### config.mk
export PLATFORM = sky130hd
export DESIGN_NAME = vga_sync_receiver
export DESIGN_NICKNAME = d
export VERILOG_FILES = /design/src/rtl/vga_sync_receiver.sv
export SDC_FILE = /design/constraint.sdc
export NUM_CORES = 1
export LEC_CHECK = 0
export ABC_CLOCK_PERIOD_IN_PS = 3400
export CAP_MARGIN = 20
export CORE_MARGIN = 10
export CORE_UTILIZATION = 54
export DETAILED_ROUTE_END_ITERATION = 10
export PLACE_DENSITY = 0.91
export SYNTH_ARGS = -nofsm -noshare
export SYNTH_HDL_FRONTEND = slang
export SYNTH_SLANG_ARGS = --single-unit
### constraint.sdc
create_clock -name clk -period 3.4 [get_ports clk]
set_clock_uncertainty 0.15 [all_clocks]
set_input_delay 0.51 -clock clk [delete_from_list [all_inputs] [get_ports clk]]
set_output_delay 0.51 -clock clk [all_outputs]
set_load 0.03 [all_outputs]
### src/rtl/vga_sync_receiver.sv
// VGA sync receiver: synchronizes hsync/vsync, measures line and frame
// periods, locks onto the expected timing and emits visible-window pixel
// coordinates.
// Optional feature: define VGA_RX_ERRCNT_EN to build the saturating
// lock-loss counter on err_count; otherwise err_count is tied to zero.
module vga_sync_receiver #(
    parameter int H_TOTAL     = 800,
    parameter int V_TOTAL     = 525,
    parameter int H_START     = 144,
    parameter int V_START     = 35,
    parameter int H_ACTIVE    = 640,
    parameter int V_ACTIVE    = 480,
    parameter int LOCK_FRAMES = 2
) (
    input  logic       clk,
    input  logic       rst,
    input  logic       hsync_in,
    input  logic       vsync_in,
    input  logic [2:0] pixel_in,
    output logic [9:0] rx_x,
    output logic [9:0] rx_y,
    output logic       rx_valid,
    output logic [2:0] rx_pixel,
    output logic       frame_start,
    output logic [9:0] line_len,
    output logic [9:0] frame_lines,
    output logic       locked,
    output logic [7:0] err_count
);

    localparam logic [9:0] CNT_MAX = 10'h3FF;
    localparam logic [9:0] H_TOT   = 10'(H_TOTAL);
    localparam logic [9:0] V_TOT   = 10'(V_TOTAL);
    localparam logic [9:0] H_BEG   = 10'(H_START);
    localparam logic [9:0] H_END   = 10'(H_START + H_ACTIVE);
    localparam logic [9:0] V_BEG   = 10'(V_START);
    localparam logic [9:0] V_END   = 10'(V_START + V_ACTIVE);
    localparam logic [7:0] LOCK_N  = 8'(LOCK_FRAMES);

    typedef enum logic [1:0] {
        SEARCH = 2'd0,
        CHECK  = 2'd1,
        LOCKED = 2'd2
    } state_t;

    // Saturating increment for the 10-bit counters and measurements
    function automatic logic [9:0] sat_inc(input logic [9:0] v);
        return (v == CNT_MAX) ? v : v + 10'd1;
    endfunction

    logic       hs_s1, hs_s2, hs_d;
    logic       vs_s1, vs_s2, vs_d;
    logic [2:0] pixel_p0, pixel_p1;
    logic [9:0] hcnt, vcnt;
    logic       vflag;
    logic       bad;
    state_t     state;
    logic [7:0] good_cnt;

    logic       line_start;
    logic       vs_fall;
    logic       frame_pend;
    logic       fs_now;
    logic [9:0] new_len;
    logic [9:0] new_lines;
    logic       len_bad;
    logic       frame_good;
    logic       watchdog;
    logic       lock_loss;
    logic       in_window;

    // Falling edges are taken between the second sync flop and one more
    // history flop, so the counters see a clean, already-synchronized edge.
    assign line_start = hs_d & ~hs_s2;
    assign vs_fall    = vs_d & ~vs_s2;
    // A vsync fall arriving on the same cycle as the line start is consumed
    // by that line start.
    assign frame_pend = vflag | vs_fall;
    assign fs_now     = line_start & frame_pend;
    assign new_len    = sat_inc(hcnt);
    assign new_lines  = sat_inc(vcnt);
    assign len_bad    = line_start && (new_len != H_TOT);
    // The line ending at the frame boundary belongs to the frame being judged.
    assign frame_good = !bad && !len_bad && (new_lines == V_TOT);
    assign watchdog   = (hcnt == CNT_MAX);
    assign lock_loss  = (state == LOCKED) &&
                        (len_bad || watchdog || (fs_now && new_lines != V_TOT));
    assign in_window  = (hcnt >= H_BEG) && (hcnt < H_END) &&
                        (vcnt >= V_BEG) && (vcnt < V_END);

    // Two-flop sync inputs (idle high) plus edge history; matching pixel delay
    always_ff @(posedge clk or posedge rst) begin
        if (rst) begin
            hs_s1    <= 1'b1;
            hs_s2    <= 1'b1;
            hs_d     <= 1'b1;
            vs_s1    <= 1'b1;
            vs_s2    <= 1'b1;
            vs_d     <= 1'b1;
            pixel_p0 <= 3'd0;
            pixel_p1 <= 3'd0;
        end else begin
            hs_s1    <= hsync_in;
            hs_s2    <= hs_s1;
            hs_d     <= hs_s2;
            vs_s1    <= vsync_in;
            vs_s2    <= vs_s1;
            vs_d     <= vs_s2;
            pixel_p0 <= pixel_in;
            pixel_p1 <= pixel_p0;
        end
    end

    // Horizontal/vertical counters, period measurements and frame boundary
    always_ff @(posedge clk or posedge rst) begin
        if (rst) begin
            hcnt        <= 10'd0;
            vcnt        <= 10'd0;
            vflag       <= 1'b0;
            line_len    <= 10'd0;
            frame_lines <= 10'd0;
            frame_start <= 1'b0;
            bad         <= 1'b0;
        end else begin
            frame_start <= fs_now;
            if (line_start) begin
                hcnt     <= 10'd0;
                line_len <= new_len;
                if (frame_pend) begin
                    vcnt        <= 10'd0;
                    frame_lines <= new_lines;
                    vflag       <= 1'b0;
                end else begin
                    vcnt <= sat_inc(vcnt);
                end
            end else begin
                hcnt <= sat_inc(hcnt);
                if (vs_fall) begin
                    vflag <= 1'b1;
                end
            end
            if (fs_now) begin
                bad <= 1'b0;
            end else if (len_bad) begin
                bad <= 1'b1;
            end
        end
    end

    // Lock state machine: SEARCH waits for a frame, CHECK counts good frames
    always_ff @(posedge clk or posedge rst) begin
        if (rst) begin
            state    <= SEARCH;
            good_cnt <= 8'd0;
            locked   <= 1'b0;
        end else begin
            case (state)
                SEARCH: begin
                    if (fs_now) begin
                        state    <= CHECK;
                        good_cnt <= 8'd0;
                    end
                end
                CHECK: begin
                    if (watchdog) begin
                        state    <= SEARCH;
                        good_cnt <= 8'd0;
                    end else if (fs_now) begin
                        if (frame_good) begin
                            if (good_cnt + 8'd1 >= LOCK_N) begin
                                state    <= LOCKED;
                                locked   <= 1'b1;
                                good_cnt <= 8'd0;
                            end else begin
                                good_cnt <= good_cnt + 8'd1;
                            end
                        end else begin
                            good_cnt <= 8'd0;
                        end
                    end
                end
                LOCKED: begin
                    if (lock_loss) begin
                        state    <= SEARCH;
                        locked   <= 1'b0;
                        good_cnt <= 8'd0;
                    end
                end
                default: begin
                    state    <= SEARCH;
                    locked   <= 1'b0;
                    good_cnt <= 8'd0;
                end
            endcase
        end
    end

    // Visible-window coordinate and pixel output, zeroed outside the window
    always_ff @(posedge clk or posedge rst) begin
        if (rst) begin
            rx_valid <= 1'b0;
            rx_x     <= 10'd0;
            rx_y     <= 10'd0;
            rx_pixel <= 3'd0;
        end else if (locked && in_window) begin
            rx_valid <= 1'b1;
            rx_x     <= hcnt - H_BEG;
            rx_y     <= vcnt - V_BEG;
            rx_pixel <= pixel_p1;
        end else begin
            rx_valid <= 1'b0;
            rx_x     <= 10'd0;
            rx_y     <= 10'd0;
            rx_pixel <= 3'd0;
        end
    end

`ifdef VGA_RX_ERRCNT_EN
    logic [7:0] err_cnt;

    // Lock-loss counter, saturating, cleared only by reset
    always_ff @(posedge clk or posedge rst) begin
        if (rst) begin
            err_cnt <= 8'd0;
        end else if (lock_loss && err_cnt != 8'hFF) begin
            err_cnt <= err_cnt + 8'd1;
        end
    end

    assign err_count = err_cnt;
`else
    assign err_count = 8'd0;
`endif

endmodule
==> impl.org, run 1 <==
** Floorplan
- Core ar. :: 0.00737 mm²
- The die is 108 µm wide.
- Number of top-level design ports :: 61
- The die is 108 µm tall.
- For this configuration, the core starts out at a cell density of 0.564.
- The floorplan has 31 rows.
- The die covers 0.0116 mm².

** STA
- Min setup slack post-route :: 489 ps
- RSZ-0062 raised after global routing :: false
- Hold timing on the final database bottoms out at a slack of 202 ps.
- The number of hold violations in the final report came to 0.
- Fin crit period :: 2910 ps
- Summed over all failing endpoints, the final setup total negative slack is 0 ps.
- The final count of pins violating max slew is 0.
- Headroom to the max-slew limit came out at 0.561.
- Worst-Margin Slew :: 658 ps
- Finish-stage setup viols :: 0
- Crit share post-route :: 0.856
- Peak clock frequency supported by timing :: 344 MHz

** Critical path
- Crit path capture type :: flop
- Walking the worst path, the cells encountered are ha_1, and3_1, nand2_1, mux2i_1, nand4_1, nor2b_1, a21o_1, mux2_1.
- Buffers & Inverters on Critical Path :: 0
- Startpoint kind of the worst setup timing path :: flop
- The worst register-to-register path begins at vcnt[0]$_DFFE_PP0P_.
- Worst r2r path cells :: 8
- On the worst path, the slowest cell contributes a delay of 500 ps.
- Req. time, crit path :: 3500 ps
- Across all register-to-register paths, the minimum setup slack is 490 ps.
- Worst endpoint data arrival time :: 3010 ps
- CP max FO :: 9
- Slowest CP cell :: sky130_fd_sc_hd__dfrtp_1
- RR Endpoint :: good_cnt[0]$_DFFE_PP0P_
- Crit path kind :: flop to flop
- Among cell families on the critical path, the largest total delay comes from simple AND/OR/NAND/NOR gates.

** Drt
- Wirelength per Cell :: 16.4 µm
- Once detail routing completed, the nets flagged for antenna violations numbered 0.
- Aggregate routed wire length :: 9260 µm
- Number of iterations in the first detailed-routing pass :: 5
- Number of vias in the routed layout :: 3,170
- Avg Vias per Cell :: 5.60
- In the routed design, unresolved DRC markers number 0.
- In this run, the number of DRC markers left after iteration 0 of detailed routing was 166.

** Run
- Max capacitance violation total :: 0

** Placement
- Number of buffer cells added on primary ports :: 52
- Timing analysis after detailed placement gives a worst setup slack of 581 ps.
- The wire-length estimate of the detail-placed layout is 6700 µm.
- At the end of routability-driven placement, the weighted congestion stood at 0.893.
- Including well taps, the total number of placed cells is 550.

** Power
- Final Total Pwr :: 0.00241 W
- Max rail drop VDD :: 346 µV
- For this design the static power due to leakage is 2.19 nW.
- Power per cell area :: 489 mW/mm²

** Layout
- The area growth from synthesis to layout is 18.6%.
- Non-Filler Instances :: 566
- Summing all multi-input logic gate instances after layout gives 0.00169 mm².
- The number of antenna diodes in the final layout is 0.
- Of the cells placed in the final design, the portion with a size suffix greater than 1 is 0.0878.
- The filler cells instantiated in the layout total 594.
- Summing all flip-flop and latch instances after layout gives 0.00226 mm².
- # nets final :: 477

** Clock network
- Clock root cell :: sky130_fd_sc_hd__clkbuf_8
- Source-to-sink clock delay at the later pin of the worst-skew pair :: 360 ps
- Hold-fix buffers at CTS :: 0
- CTS clk-pin slew, worst paths :: 90 ps
- For this design, the sink count on the clock tree is 90.
- Setup bufs post-CTS :: 0
- Gates resized during post-CTS repair numbered 0.
- Clock tree from TritonCTS :: built
- Counting along the longest clock path gives a buffer depth of 2.
- CTS buffer count :: 9
- H-tree depth :: 3

** Global routing
- The via count of the first global-routing pass is 3,058.
- Maximum number of pins on one net before global-route repair :: 53
- Global route total overflow :: 0
- The number of antenna violations at the first check in global routing is 0.
- Global-route wire length before repair :: 15,400 µm
- Across every metal layer, demand over resource in global routing totals 0.166.

** Synthesis
- Sorting the synthesized cells by area gives the leading types as sky130_fd_sc_hd__dfrtp_1 51%, sky130_fd_sc_hd__nor2_1 5.2%, sky130_fd_sc_hd__o21ai_0 4.3%.
- The most used flip-flop cell after synthesis is sky130_fd_sc_hd__dfrtp_1.
- Number of register bits inferred by synthesis :: 90
- The share of synthesized area in the top cell type comes to 0.506.
- The synthesized design contains 0 enable-type register cells.
- Number of instances in the synthesized netlist :: 421
- Share of the yosys chip area belonging to registers :: 0.544
- By instance count, the leading cell after synthesis is sky130_fd_sc_hd__dfrtp_1.
- Mapped Avg Cell Area :: 9.87 µm²
- Sorting the synthesized cells by how often they occur yields 84 x sky130_fd_sc_hd__dfrtp_1, 57 x sky130_fd_sc_hd__nor2_1, 39 x sky130_fd_sc_hd__nand2_1, 36 x sky130_fd_sc_hd__o21ai_0, 17 x sky130_fd_sc_hd__inv_1.
- Synth warnings :: 0
- The mapped netlist covers 0.00415 mm².
- Cell type with the highest aggregate area in the netlist :: sky130_fd_sc_hd__dfrtp_1
- FFs w/ async S/R, synth :: 1.00
- Cell variety after synth :: 60

** Status
- The flow ran to the end, and the final reports show no timing, DRC or antenna violations.

** Worst hold path
- Worst hold-check path type :: flop to flop
- Counting instances, the worst hold path has a depth of 0.
- For hold timing, the worst endpoint is pixel_p1[2]$_DFF_PP0_.
- Worst hold start :: pixel_p0[2]$_DFF_PP0_
-- area by class of cell --
type / count / share of cell area
well taps: 99 / 0.0251
repair buffers: 57 / 0.116
multi-input cells: 287 / 0.342
clock buffers: 10 / 0.0259
flip-flops and latches: 90 / 0.459
inverters: 17 / 0.0132
clock inverters: 6 / 0.0188
-- report_power, final --
part           total, W  switching (W)  internal, W
Sequential      0.00122      0.0000793      0.00114
Clock          0.000797       0.000381     0.000416
Combinational  0.000392       0.000244     0.000148
Total           0.00241       0.000705      0.00170
-- placed cells by master (no fill, tap or decap), types with 8 or more instances in the layout --
| cell | Yosys | layout |
|---|---|---|
| sky130_fd_sc_hd__ha_1 | 8 | 8 |
| sky130_fd_sc_hd__nand2_1 | 39 | 39 |
| sky130_fd_sc_hd__dfrtp_1 | 84 | 84 |
| sky130_fd_sc_hd__nand3_1 | 16 | 16 |
| sky130_fd_sc_hd__clkbuf_8 | 0 | 9 |
| sky130_fd_sc_hd__a21oi_1 | 8 | 8 |
| sky130_fd_sc_hd__nor3_1 | 9 | 9 |
| sky130_fd_sc_hd__nor2_1 | 57 | 57 |
| sky130_fd_sc_hd__clkdlybuf4s50_1 | 0 | 52 |
| sky130_fd_sc_hd__and2_1 | 8 | 8 |
| sky130_fd_sc_hd__xnor2_1 | 12 | 12 |
| sky130_fd_sc_hd__conb_1 | 1 | 8 |
| sky130_fd_sc_hd__o21ai_0 | 36 | 36 |
| sky130_fd_sc_hd__and3_1 | 9 | 9 |
| sky130_fd_sc_hd__inv_1 | 17 | 16 |
-- sequential cells by signal (all words and copies together) (netlist names), 2 cells and up --
register / flops
frame_lines: 10
hcnt: 10
line_len: 10
rx_x: 10
rx_y: 10
vcnt: 10
good_cnt: 8
pixel_p0: 3
pixel_p1: 3
rx_pixel: 3
state: 2
-- layer usage --
layer,vias to the layer above,part of all wire,global-route usage
met5,-,0,0
met4,0,0.011,0.0458
met3,14,0.087,0.0587
met2,134,0.49,0.277
met1,1510,0.41,0.199
li1,1512,-,-
-- worst reg2reg max path: cells and delay by family, from the launching register on --
family / cells / cell delay [ps]
AOI/OAI and AO/OA: 1 / 250
and+or+nand+nor: 4 / 830
DFF: 1 / 500
adders and majority gates: 1 / 360
muxes: 2 / 720
-- logic make-up (layout without fill, tap and decap cells) --
group	Yosys count	in the layout	share of synthesized area
xor gates and xnor gates	14	14	0.0295
buffers and inverters	51	90	0.0563
and+or+nand+nor	176	176	0.212
adders and majority gates	8	8	0.0241
AOI/OAI and AO/OA	79	79	0.128
muxes	2	2	0.00512
DFF	90	90	0.544
other	1	8	0.000903
-- worst max path at each step --
stage,to,startpoint,cells past startpoint,slack (ps)
floorplan,bad$_DFFE_PP0P_,rst,1,410
global placement,good_cnt[0]$_DFFE_PP0P_,vcnt[0]$_DFFE_PP0P_,8,670
detailed placement,good_cnt[0]$_DFFE_PP0P_,vcnt[0]$_DFFE_PP0P_,8,580
CTS,good_cnt[0]$_DFFE_PP0P_,vcnt[0]$_DFFE_PP0P_,8,530
global route,good_cnt[0]$_DFFE_PP0P_,hcnt[4]$_DFF_PP0_,8,280
finish,good_cnt[0]$_DFFE_PP0P_,vcnt[0]$_DFFE_PP0P_,8,490
-- metrics by stage --
stage | utilization | area [µm²]
floorplan | - | 4180
finish | 0.668 | 4930
detailed placement | 0.639 | 4710
global route | 0.668 | 4930
CTS | 0.668 | 4930
global placement | 0.639 | 4710
No activity file was read; power rests on OpenSTA's default activity.
==> inputs of run 2 (changes only) <==
Settings changed: PLACE_DENSITY 0.91 to 0.79.
==> impl.org, run 2 (synthesis results as in run 1) <==
** Status
- Run status :: complete, no violations

** Layout
- # nets final :: 477 (unchanged)
- The share of cells above drive strength 1 came to 0.0899 (+0.00214).
- Area added between synthesis and finish :: 17.7%
- Finished Cell Area :: 0.00489 mm² (-0.76%)
- Total inserted antenna cells :: 0 (unchanged)
- Layout fillers :: 600 (+1.0%)
- Area occupied by multi-input gates :: 0.00169 mm² (unchanged)
- The register cell area after layout was 0.00226 mm² (unchanged).
- The library cell used most frequently in the layout, excluding fill and tap cells, is sky130_fd_sc_hd__dfrtp_1.
- The top cell types in the final layout, fill and taps aside, are 84 x sky130_fd_sc_hd__dfrtp_1, 57 x sky130_fd_sc_hd__nor2_1, 52 x sky130_fd_sc_hd__clkdlybuf4s50_1.
- The non-filler instance count after layout is 566 (unchanged).

** Global routing
- The wire length of the first global-routing pass was 15,300 µm (-0.71%).
- Global route total overflow :: 0 (unchanged)
- The number of antenna violations at the first check in global routing is 0 (unchanged).
- The via count of the first global-routing pass came to 3,134 (+2.5%).
- The global-route usage over all layers is 0.163 (-0.00293).
- The pin count of the biggest net entering global routing is 49 (-7.5%).

** Critical path
- Slowest CP cell :: sky130_fd_sc_hd__or4_1
- Minimum setup slack among reg-to-reg paths :: 550 ps (+60 ps)
- List of cells traversed by the critical path :: ha_1, or4_1, nor4b_1, o2111ai_2, buf_4, nor3_1
- Crit path capture type :: flop
- STA classifies the critical path startpoint as a flop.
- Req. time, crit path :: 3540 ps (+40 ps)
- Worst endpoint data arrival time :: 2990 ps (-20 ps)
- RR Endpoint :: rx_y[5]$_DFF_PP0_
- The length in cells of the worst reg-to-reg path came to 6 (-2).
- CP max FO :: 19 (+10)
- RR Startpoint :: vcnt[0]$_DFFE_PP0P_
- The critical path in this run is classified as flop to flop.
- The worst stage delay on the critical path came to 550 ps (+50 ps).

** Floorplan
- The die boundary height came to 108 µm (unchanged).
- The core area is 0.00737 mm² (unchanged).
- Number of top-level design ports :: 61 (unchanged)
- The number of core rows is 31 (unchanged).
- Overall die area :: 0.0116 mm² (unchanged)
- Starting density of the core :: 0.564 (unchanged)
- Die boundary width :: 108 µm (unchanged)

** Drt
- Drt initial violations :: 133 (-20%)
- Routed metal-1 wirelength :: 3880 µm (+1.9%)
- Post-route ant nets :: 0 (unchanged)
- Total met2 wirelength after detailed routing :: 4450 µm (-2.1%)
- Wirelength per Cell :: 16.1 µm (-1.5%)
- The sum of met3 wire segment lengths after detailed routing is 699 µm (-13%).
- Top sig layer :: met4
- The number of vias per cell is 5.53 (-1.3%).
- Number of design rule violations left after detail routing :: 0 (unchanged)
- The number of iterations in the first detailed-routing pass is 5 (unchanged).
- The post-detailed-routing wire length is 9130 µm (-1.5%).
- The overall via count from detail_route came to 3,129 (-1.3%).

** STA
- Peak clock frequency supported by timing :: 351 MHz (+2.3%)
- The total negative slack came to 0 ps (unchanged).
- The post-route clock period utilization is 0.837 (-0.0190).
- The tightest slew margin relative to the limit came to 0.509 (-0.0523).
- Finish-stage setup viols :: 0 (unchanged)
- Tightest hold margin :: 206 ps (+3.84 ps)
- The number of hold violations in the final report came to 0 (unchanged).
- Fin crit period :: 2850 ps (-64.7 ps)
- RSZ-0062 raised after global routing :: false
- The final count of pins violating max slew is 0 (unchanged).
- The slew at the pin closest to its max-slew limit was 736 ps (+78.4 ps).

** Clock network
- The number of levels in the clock H-tree came to 3 (unchanged).
- The insertion delay to the later sink of the worst-skew pair is 370 ps (about the same).
- The TritonCTS buffer count came to 9 (unchanged).
- The total of hold buffers inserted after clock tree synthesis came to 0 (unchanged).
- The number of cells upsized or downsized after cts is 0 (unchanged).
- The CTS sink count is 90 (unchanged).
- The tree is rooted in a sky130_fd_sc_hd__clkbuf_8.
- CTS clk-pin slew, worst paths :: 100 ps (about the same)
- TritonCTS built the clock tree.
- Setup bufs post-CTS :: 0 (unchanged)
- Max clock buf depth :: 2 (unchanged)

** Placement
- The estimated wirelength of the detail-placed design is 6460 µm (-3.6%).
- Number of buffer cells added on primary ports :: 52 (unchanged)
- GP Congestion :: 0.932 (+4.4%)
- The placed cell count was 550 (unchanged).
- The post-detailed-placement cell area is 0.00471 mm² (unchanged).

** Worst hold path
- The worst hold path terminates at pixel_p1[1]$_DFF_PP0_.
- In this run the most critical hold path is launched from pixel_p0[1]$_DFF_PP0_.
- The number of instances on the worst hold path was 0 (unchanged).
- The worst hold path belongs to the class flop to flop.

** Run
- The max capacitance violation total was 0 (unchanged).

** Power
- The leakage power was 2.18 nW (-0.72%).
- Max rail drop VDD :: 348 µV (+0.45%)
- The cell area power density is 471 mW/mm² (-3.7%).
run 2: how the worst max path moves through the flow:
stage	startpoint	end	slack, ps	cells after the start
CTS	vcnt[0]$_DFFE_PP0P_	good_cnt[0]$_DFFE_PP0P_	570	8
global placement	vcnt[0]$_DFFE_PP0P_	rx_y[5]$_DFF_PP0_	660	6
floorplan	rst	bad$_DFFE_PP0P_	410	1
global route	vcnt[0]$_DFFE_PP0P_	good_cnt[0]$_DFFE_PP0P_	310	8
detailed placement	vcnt[0]$_DFFE_PP0P_	rx_y[5]$_DFF_PP0_	590	6
finish	vcnt[0]$_DFFE_PP0P_	rx_y[5]$_DFF_PP0_	550	6
run 2: critical path, delay by kind of cell, from the launching register on:
| kind | cells | cell delay [ps] |
|---|---|---|
| simple gates | 3 | 1180 |
| compound gates | 1 | 310 |
| fa+ha+maj | 1 | 340 |
| flops | 1 | 490 |
| buf+inv | 1 | 300 |
run 2: area by class of cell:
type | count | area share
Sequential cell | 90 | 0.462
Multi-Input combinational cell | 287 | 0.345
Timing Repair Buffer | 57 | 0.117
Clock buffer | 9 | 0.0253
Tap cell | 99 | 0.0253
Inverter | 17 | 0.0133
Clock inverter | 7 | 0.0120
run 2: metal layers:
metal | vias up | GRT usage
li1 | 1506 | -
met5 | - | 0
met3 | 9 | 0.0413
met1 | 1516 | 0.202
met2 | 98 | 0.267
met4 | 0 | 0.0639
run 2: metrics by stage:
stage | power, W | util | worst slack (ps)
floorplan | 0.00150 | - | 415
global placement | 0.00162 | 0.639 | 662
detailed placement | 0.00164 | 0.639 | 589
CTS | 0.00232 | 0.663 | 571
global route | 0.00241 | 0.663 | 310
finish | 0.00230 | 0.663 | 554
run 2: where the power goes:
part	internal, W	switching (W)	total (W)
clock network	0.000275	0.000411	0.000687
registers	0.00114	0.0000803	0.00122
logic	0.000148	0.000246	0.000394
==> inputs of run 3 (changes only) <==
Settings changed: ABC_CLOCK_PERIOD_IN_PS 3400 to 2810.
Clock period 3.4 ns to 2.81 ns, I/O delays scaled along.
==> impl.org, run 3 (synthesis results as in run 1) <==
** Critical path
- Destination of the critical timing path :: good_cnt[0]$_DFFE_PP0P_
- The worst-path maximum fanout was 8 (-11).
- Worst endpoint data arrival time :: 2670 ps (-320 ps)
- Req. time, crit path :: 2920 ps (-620 ps)
- The internal reg-to-reg setup slack is 250 ps (-300 ps).
- Startpoint kind of the worst setup timing path :: flop
- Critical path origin :: hcnt[1]$_DFF_PP0_
- RR Endpoint :: good_cnt[0]$_DFFE_PP0P_
- The worst register-to-register path begins at hcnt[1]$_DFF_PP0_.
- STA classifies the critical path endpoint as a flop.
- Crit path kind :: flop to flop
- The length in cells of the worst reg-to-reg path came to 8 (+2).

** Layout
- The library cell used most frequently in the layout, excluding fill and tap cells, is sky130_fd_sc_hd__dfrtp_1.
- Layout fillers :: 598 (-0.33%)
- Compared with the post-synthesis result, the final layout area differs by 21.1%.
- Total inserted antenna cells :: 0 (unchanged)
- # nets final :: 492 (+3.1%)
- Finished Cell Area :: 0.00503 mm² (+2.9%)
- The share of cells above drive strength 1 was 0.124 (+0.0345).
- Leaving out fill and tap cells, the most frequent cells in the layout are 84 x sky130_fd_sc_hd__dfrtp_1, 57 x sky130_fd_sc_hd__nor2_1, 52 x sky130_fd_sc_hd__clkdlybuf4s50_1.

** Global routing
- Number of antenna violations at the first check in global routing :: 0 (unchanged)
- Maximum number of pins on one net before global-route repair :: 91 (+86%)
- Global route total overflow :: 0 (unchanged)
- Vias in the first global route :: 3,212 (+2.5%)
- Global-route wire length before repair :: 15,800 µm (+3.0%)
- The global-route usage over all layers is 0.169 (+0.00565).

** Placement
- Number of buffer cells added on primary ports :: 52 (unchanged)
- The global placer's final weighted congestion is 0.912 (-2.2%).
- The post-placement setup slack came to 207 ps (-382 ps).
- The estimated wirelength of the detail-placed design was 6780 µm (+5.0%).
- The post-detailed-placement cell area came to 0.00482 mm² (+2.4%).

** STA
- Peak clock frequency supported by timing :: 391 MHz (+11%)
- Rel. slew slack :: 0.636 (+0.128)
- The total negative slack is 0 ps (unchanged).
- Min setup slack post-route :: 251 ps (-303 ps)
- The final count of negative-setup-slack endpoints was 0 (unchanged).
- The slew at the pin closest to its max-slew limit came to 538 ps (-198 ps).
- The final count of pins violating max slew came to 0 (unchanged).
- The post-route clock period utilization came to 0.911 (+0.0735).
- RSZ-0062 raised after global routing :: false
- The number of hold violations in the final report came to 0 (unchanged).
- Fin crit period :: 2560 ps (-287 ps)

** Clock network
- Setup bufs post-CTS :: 0 (unchanged)
- The clock slew seen by the registers of the worst setup and hold paths is 100 ps (about the same).
- The number of levels in the clock H-tree is 3 (unchanged).
- Max clock buf depth :: 2 (unchanged)
- Number of resized instances in the post-cts repair step :: 0 (unchanged)
- Source-to-sink clock delay at the later pin of the worst-skew pair :: 380 ps (about the same)
- Hold-fix buffers at CTS :: 0 (unchanged)
- TritonCTS built the clock tree.
- Clock root cell :: sky130_fd_sc_hd__clkbuf_8
- CTS buffer count :: 9 (unchanged)
- Number of sinks handled by clock tree synthesis :: 90 (unchanged)

** Floorplan
- Die boundary width :: 108 µm (unchanged)
- The initial core utilization came to 0.564 (unchanged).
- The number of core rows is 31 (unchanged).
- The core area was 0.00737 mm² (unchanged).
- Height of the chip :: 108 µm (unchanged)
- Number of top-level design ports :: 61 (unchanged)
- The area enclosed by the die boundary was 0.0116 mm² (unchanged).

** Worst hold path
- The min-delay analysis places its worst path in the category flop to flop.

** Drt
- Avg Vias per Cell :: 5.51 (-0.40%)
- Number of vias in the routed layout :: 3,199 (+2.2%)
- Number of iterations in the first detailed-routing pass :: 5 (unchanged)
- The post-detailed-routing wire length is 9310 µm (+2.0%).
- The average detailed-routed wire length per instance came to 16.0 µm (-0.62%).
- Number of design rule violations left after detail routing :: 0 (unchanged)
- Drt initial violations :: 126 (-5.3%)
- The post-detailed-route count of antenna-violating nets came to 0 (unchanged).

** Power
- The cell area power density came to 564 mW/mm² (+20%).
- The highest ir drop seen on vdd was 425 µV (+22%).
- Static leakage :: 2.25 nW (+3.6%)

** Status
- Run status :: complete, no violations

** Run
- The max capacitance violation total came to 0 (unchanged).
## run 3: cell types whose count changed in the layout (fill, tap and decap cells not counted), sizes merged
| cell | delta |
|---|---|
| buf | +15 |
## run 3: worst max-delay path, stage by stage (launching register included)
cell,delay [ps]
sky130_fd_sc_hd__dfrtp_1,400
sky130_fd_sc_hd__ha_2,260
sky130_fd_sc_hd__and4_4,290
sky130_fd_sc_hd__nand3_4,120
sky130_fd_sc_hd__a2111oi_4,410
sky130_fd_sc_hd__o21ai_0,140
sky130_fd_sc_hd__nor2_1,190
sky130_fd_sc_hd__a21o_1,170
sky130_fd_sc_hd__mux2_1,310
## run 3: worst min-delay path by stage
stage | slack, ps | end | start | cells past startpoint
6_report | 210 | pixel_p1[2]$_DFF_PP0_ | pixel_p0[2]$_DFF_PP0_ | 0
5_1_grt | 220 | vs_s2$_DFF_PP1_ | vs_s1$_DFF_PP1_ | 0
4_1_cts | 210 | pixel_p1[2]$_DFF_PP0_ | pixel_p0[2]$_DFF_PP0_ | 0
3_5_place_dp | 190 | pixel_p1[2]$_DFF_PP0_ | pixel_p0[2]$_DFF_PP0_ | 0
3_3_place_gp | 180 | pixel_p1[2]$_DFF_PP0_ | pixel_p0[2]$_DFF_PP0_ | 0
2_1_floorplan | 180 | pixel_p1[0]$_DFF_PP0_ | pixel_p0[0]$_DFF_PP0_ | 0
## run 3: stage by stage
step / instances / total power, W / util / hold WS (ps)
finish: 581 / 0.00284 / 0.683 / 207
global route: 581 / 0.00298 / 0.683 / 221
CTS: 581 / 0.00285 / 0.681 / 209
detailed placement: 565 / 0.00200 / 0.654 / 186
global placement: 565 / 0.00198 / 0.654 / 184
floorplan: 428 / 0.00182 / - / 181
## run 3: final cells by class
| type | count | area (µm²) | area share |
|---|---|---|---|
| sequential | 90 | 2260 | 0.449 |
| multi-input combinational | 287 | 1700 | 0.338 |
| timing repair buffer | 72 | 683 | 0.136 |
| clock buffer | 9 | 124 | 0.0246 |
| tap | 99 | 124 | 0.0246 |
| clock inverter | 7 | 72.6 | 0.0144 |
| inverter | 17 | 67.6 | 0.0134 |
## run 3: layer usage
layer	up-vias	track usage	wire length, µm
met5	-	0	0
met4	0	0.0716	155
met3	19	0.0431	614
met2	98	0.272	4520
met1	1548	0.210	4020
li1	1534	-	-
## run 3: report_power, final
part	leakage, nW	total (W)	switching, W	internal [W]
sequential	1.19	0.00147	0.0000878	0.00138
clock	0.0966	0.000865	0.000519	0.000347
combinational	0.967	0.000504	0.000315	0.000189
